### src/rtl/filter_ram_pkg.sv
// Shared definitions for the filter RAM write and read sides.
//   - FILTER_DATA_W / FILTER_ADDR_W : default weight width and RAM address
//     width, common to the loader and the read-side address counter.
//   - filter_state_e : loader states (IDLE, LOAD, COMMIT, READY).
package filter_ram_pkg;

  localparam int FILTER_DATA_W = 8;
  localparam int FILTER_ADDR_W = 5;

  typedef enum logic [1:0] {
    FS_IDLE   = 2'd0,
    FS_LOAD   = 2'd1,
    FS_COMMIT = 2'd2,
    FS_READY  = 2'd3
  } filter_state_e;

endpackage

### src/rtl/filter_wr_addr_cnt.sv
// Write-address counter for the filter RAM loader.
//   clk, rst : clock, asynchronous active-high reset
//   clr      : synchronous clear to 0 (takes priority over en)
//   en       : advance by one; ignored once the terminal count is reached
//   count    : current write address
//   tc       : count == NUM_WORDS-1
// The counter saturates at NUM_WORDS-1 instead of wrapping, so a full
// 2^ADDR_W filter ends on the all-ones address.
module filter_wr_addr_cnt #(
  parameter int ADDR_W    = 5,
  parameter int NUM_WORDS = 25
) (
  input  logic              clk,
  input  logic              rst,
  input  logic              clr,
  input  logic              en,
  output logic [ADDR_W-1:0] count,
  output logic              tc
);

  localparam logic [ADDR_W-1:0] LAST = ADDR_W'(NUM_WORDS - 1);

  assign tc = (count == LAST);

  always_ff @(posedge clk or posedge rst) begin
    if (rst) begin
      count <= '0;
    end else if (clr) begin
      count <= '0;
    end else if (en && !tc) begin
      count <= count + 1'b1;
    end
  end

endmodule

### src/rtl/filter_ram_loader.sv
// Filter RAM write-side controller. Accepts NUM_WORDS weights over a
// valid/ready stream, writes them to RAM addresses 0..NUM_WORDS-1 through a
// registered write port, then raises FILTER_VALID until the read side
// answers with RELEASE.
//   CLK, RST      : clock, asynchronous active-high reset
//   START         : one-cycle request to load a filter (IDLE, or READY with RELEASE)
//   IN_VALID/IN_DATA/IN_READY : weight input stream
//   RAM_WE/RAM_WADDR/RAM_WDATA : filter RAM write port (one-cycle latency)
//   FILTER_VALID  : complete filter resident in RAM
//   RELEASE       : read side done with the current filter
//   BUSY          : loading or committing
module filter_ram_loader
  import filter_ram_pkg::*;
#(
  parameter int DATA_W    = FILTER_DATA_W,
  parameter int ADDR_W    = FILTER_ADDR_W,
  parameter int NUM_WORDS = 25
) (
  input  logic              CLK,
  input  logic              RST,
  input  logic              START,
  input  logic              IN_VALID,
  input  logic [DATA_W-1:0] IN_DATA,
  output logic              IN_READY,
  output logic              RAM_WE,
  output logic [ADDR_W-1:0] RAM_WADDR,
  output logic [DATA_W-1:0] RAM_WDATA,
  output logic              FILTER_VALID,
  input  logic              RELEASE,
  output logic              BUSY
);

  localparam logic [1:0] ST_IDLE   = FS_IDLE;
  localparam logic [1:0] ST_LOAD   = FS_LOAD;
  localparam logic [1:0] ST_COMMIT = FS_COMMIT;
  localparam logic [1:0] ST_READY  = FS_READY;

  logic [1:0]        state;
  logic [1:0]        state_nxt;
  logic [ADDR_W-1:0] wr_count;
  logic              wr_tc;
  logic              beat;
  logic              load_entry;

  // Outputs decode only the registered state: no input-to-output path.
  assign IN_READY     = (state == ST_LOAD);
  assign FILTER_VALID = (state == ST_READY);
  assign BUSY         = (state == ST_LOAD) || (state == ST_COMMIT);

  assign beat = IN_READY && IN_VALID;

  // A reload (START together with RELEASE in READY) restarts at address 0
  // exactly like a fresh START from IDLE.
  assign load_entry = ((state == ST_IDLE) && START) ||
                      ((state == ST_READY) && START && RELEASE);

  filter_wr_addr_cnt #(
    .ADDR_W    (ADDR_W),
    .NUM_WORDS (NUM_WORDS)
  ) u_addr_cnt (
    .clk   (CLK),
    .rst   (RST),
    .clr   (load_entry),
    .en    (beat),
    .count (wr_count),
    .tc    (wr_tc)
  );

  always_comb begin
    state_nxt = state;
    case (state)
      ST_IDLE:   if (START) state_nxt = ST_LOAD;
      ST_LOAD:   if (beat && wr_tc) state_nxt = ST_COMMIT;
      // The last word is on the write port during COMMIT, so READY follows
      // only once the RAM holds every word.
      ST_COMMIT: state_nxt = ST_READY;
      ST_READY:  if (RELEASE) state_nxt = START ? ST_LOAD : ST_IDLE;
      default:   state_nxt = ST_IDLE;
    endcase
  end

  always_ff @(posedge CLK or posedge RST) begin
    if (RST) begin
      state     <= ST_IDLE;
      RAM_WE    <= 1'b0;
      RAM_WADDR <= '0;
      RAM_WDATA <= '0;
    end else begin
      state  <= state_nxt;
      RAM_WE <= beat;
      // Address/data hold their last value between writes.
      if (beat) begin
        RAM_WADDR <= wr_count;
        RAM_WDATA <= IN_DATA;
      end
    end
  end

endmodule

### config.mk
export PLATFORM = sky130hd
export DESIGN_NAME = filter_ram_loader
export DESIGN_NICKNAME = d
export VERILOG_FILES = /design/src/rtl/filter_ram_pkg.sv /design/src/rtl/filter_wr_addr_cnt.sv /design/src/rtl/filter_ram_loader.sv
export SDC_FILE = /design/constraint.sdc
export NUM_CORES = 1
export LEC_CHECK = 0
export CAP_MARGIN = 15
export CORE_UTILIZATION = 45
export CTS_CLUSTER_SIZE = 25
export DETAILED_ROUTE_END_ITERATION = 16
export GPL_TIMING_DRIVEN = 0
export PLACE_DENSITY = 0.77
export SLEW_MARGIN = 5
export SYNTH_ARGS = -nofsm -noshare
export SYNTH_HDL_FRONTEND = slang
export SYNTH_SLANG_ARGS = --single-unit
### constraint.sdc
create_clock -name CLK -period 1.95 [get_ports CLK]
set_input_delay 0.39 -clock CLK [delete_from_list [all_inputs] [get_ports CLK]]
set_output_delay 0.39 -clock CLK [all_outputs]
set_load 0.1 [all_outputs]
==> impl_metrics.tcl <==
set metrics [dict create \
    gr-usage-all-layers_pct 16.8 \
    portBuffers 29 \
    gp_congestion 0.777 \
    max_stage_delay_ns 0.85 \
    yosysUniqueCellTypes 20 \
    ys_ff_latch 21 \
    regArea_um2 526 \
    insertion_delay_ns 0.30 \
    dieArea_mm2 0.00235 \
    drt_iter0_markers 0 \
    syn_nets 119 \
    grt_max_degree 22 \
    setup_viol 0 \
    r2r-end "state[0]$_DFFE_PP0P_" \
    postCtsSetupBuffers 0 \
    cts.sinks 21 \
    cpLargestDelayFamily "buffers and inverters" \
    period_needed_ns 1.90 \
    rows 16 \
    min_period_over_period_pct 97.5 \
    diodes 0 \
    max_freq_mhz 526 \
    syn-mean-instance-area_um2 9.72 \
    post-dp-hpwl_mm 1.32 \
    die_h_um 48.5 \
    floorplan.initialDensity_pct 48.6 \
    maxSlewViolCount 0 \
    yosysWarnings 0 \
    clk_pin_slew_worst_paths_ns 0.11 \
    max-slew-margin-rel_pct 35.8 \
    cp.arrival_ns 1.51 \
    worstSetupStartpointType "flip-flop" \
    path_cells "dlygate4sd2_1" \
    grt_pass1_vias 743 \
    hp-start "RAM_WADDR[1]$_DFFE_PP0P_" \
    r2r.worst_path.cells 6 \
    setup.worst_path.class "reg2out" \
    core-area_mm2 0.00200 \
    cts_made_buffers 3 \
    ioPinCount 30 \
    ant_nets 0 \
    yosysTopAreaCell "dfrtp_1" \
    cts-root-buf "clkbuf_4" \
    dr_total_vias 744 \
    worst-endpoint-required_ns 1.56 \
    drt-total-wl_mm 1.72 \
    cp_max_fo 2 \
    hp-class "reg2reg" \
    ys_seq_area_share_pct 54.1 \
    maxCapViolCount 0 \
    cts.path.max_buffers 2 \
    multi_input_area_um2 418 \
    min_to "RAM_WADDR[1]$_DFFE_PP0P_" \
    run_status "finished clean" \
    htreeDepth 1 \
    cts_tree "built" \
    whs_path_depth 2 \
    synthCells 100 \
    grt_pass1_wl_mm 3.11 \
    hold_violations 0 \
    reg2reg_from "u_addr_cnt.count[0]$_DFFE_PP0P_" \
    drc_errors 0 \
    cp_num_buf_inv 1 \
    skew_ns 0.00397 \
    fillers 175 \
    syn_to_final_growth_pct 34.2 \
    critPathSlowestCell "dlygate4sd2_1" \
    syn_area_um2 972 \
    final_util_pct 65.2 \
    rrSetupSlack_ns 0.28 \
    end_kind "primary output" \
    cp_num_cells 1 \
    synth_top_area_share_pct 54.1 \
    synth_area_leaders "dfrtp_1 54%, nand2_1 15%, ha_1 7.7%" \
    die_x_um 48.5 \
    gr-total-overflow 0 \
    post_route_cells_drive_above_1_share_pct 9.02 \
    drt-pass1-iter-count 1 \
    worstMarginPinSlew_ns 0.967 \
    nNetsFinal 153 \
    antenna_found_initial 0 \
    routedWlPerCell_um 10.8 \
    rsz0062_at_grt "false" \
    vias_per_cell 4.65 \
]
==> timing repair <==
action | 4_1_cts | 5_1_grt
hold buffers | 0 | 0
gates resized for setup | 27 | 9
endpoints found under the setup margin | 17 | 8
==> cells in the mapped netlist <==
library cell and instances:
xor2_1 3, ha_1 6, inv_1 5, dfrtp_1 21, a2111oi_4 1, buf_2 1, o21ai_1 1, o21ai_0 3
xnor2_1 1, nor2_1 4, a22oi_1 1, nand3_1 2, nand4_1 2, nor2b_1 4, nand4b_4 1, a21oi_1 2
clkinv_1 1, nand2_1 39, a211oi_1 1, clkbuf_1 1
==> flip-flops by register name, indices dropped and copies added, names as in the netlist <==
register / flops
state: 2
RAM_WADDR: 5
RAM_WE: 1
u_addr_cnt.count: 5
RAM_WDATA: 8
==> cell type report <==
class / count / area share (%)
Sequential cell: 21 / 40.3
Multi-Input combinational cell: 71 / 32.0
Timing Repair Buffer: 29 / 20.6
Tap cell: 27 / 2.59
Clock buffer: 3 / 1.73
Inverter: 6 / 1.73
Buffer: 2 / 0.671
Clock inverter: 1 / 0.384
==> metal layers <==
layer,vias up,global-route usage (%),wire (um)
met3,2,3.14,94
met2,26,30.5,880
met5,-,0,0
met4,0,4.41,11
li1,383,-,-
met1,333,20.5,733
==> placed cells by master, fill, tap and decap left out <==
master and instances:
o21ai_1 1, inv_1 5, clkbuf_1 1, buf_2 1, dfrtp_1 21, ha_2 1, a211oi_1 1, ha_1 5
clkinv_1 1, xnor2_1 1, clkinv_2 1, nand2_1 39, xor2_1 3, o21ai_0 3, nand4_1 2, clkbuf_2 1
a2111oi_4 1, nor2_1 4, a22oi_1 1, clkdlybuf4s18_2 1, clkdlybuf4s50_1 12, nor2b_1 4, dlygate4sd2_1 9, nand4b_4 1
a21oi_1 2, nand3_1 2, clkdlybuf4s15_1 4, clkbuf_4 5
==> metrics by stage <==
stage,std cells,hold WS (ns),setup slack (ns),setup TNS [ns],area [um2]
6_report,160,0.482,0.0488,0,1310
5_1_grt,160,0.511,0.00208,0,1310
4_1_cts,160,0.487,0.0123,0,1300
3_5_place_dp,156,0.466,-0.356,-0.847,1300
3_3_place_gp,156,0.456,-0.312,-0.788,1300
2_1_floorplan,100,0.367,0.0807,0,975
==> worst max-delay path by stage <==
stage | from | slack [ns] | endpoint
after floorplan | state[1]$_DFFE_PP0P_ | 0.08 | u_addr_cnt.count[4]$_DFFE_PP0P_
after global placement | state[0]$_DFFE_PP0P_ | -0.31 | BUSY
after detailed placement | state[0]$_DFFE_PP0P_ | -0.36 | BUSY
after CTS | RAM_WADDR[0]$_DFFE_PP0P_ | 0.01 | RAM_WADDR[0]
after global routing | RAM_WDATA[4]$_DFFE_PP0P_ | 0.002 | RAM_WDATA[4]
final | RAM_WADDR[2]$_DFFE_PP0P_ | 0.05 | RAM_WADDR[2]
==> kinds of logic after synthesis <==
group	synth area share (%)
compound gates	7.46
xor+xnor	3.60
fa+ha+maj	7.72
buf+inv	3.22
flops	54.1
simple gates	23.9
==> worst register-to-register path: stages (launching register included) <==
cell	delay (ns)
dfrtp_1	0.42
inv_1	0.11
ha_1	0.20
nand4b_4	0.15
a2111oi_4	0.44
o21ai_1	0.12
a22oi_1	0.16
Power is not shown: default switching activity piles up to over one toggle a cycle in this logic, so the estimate is an artifact.
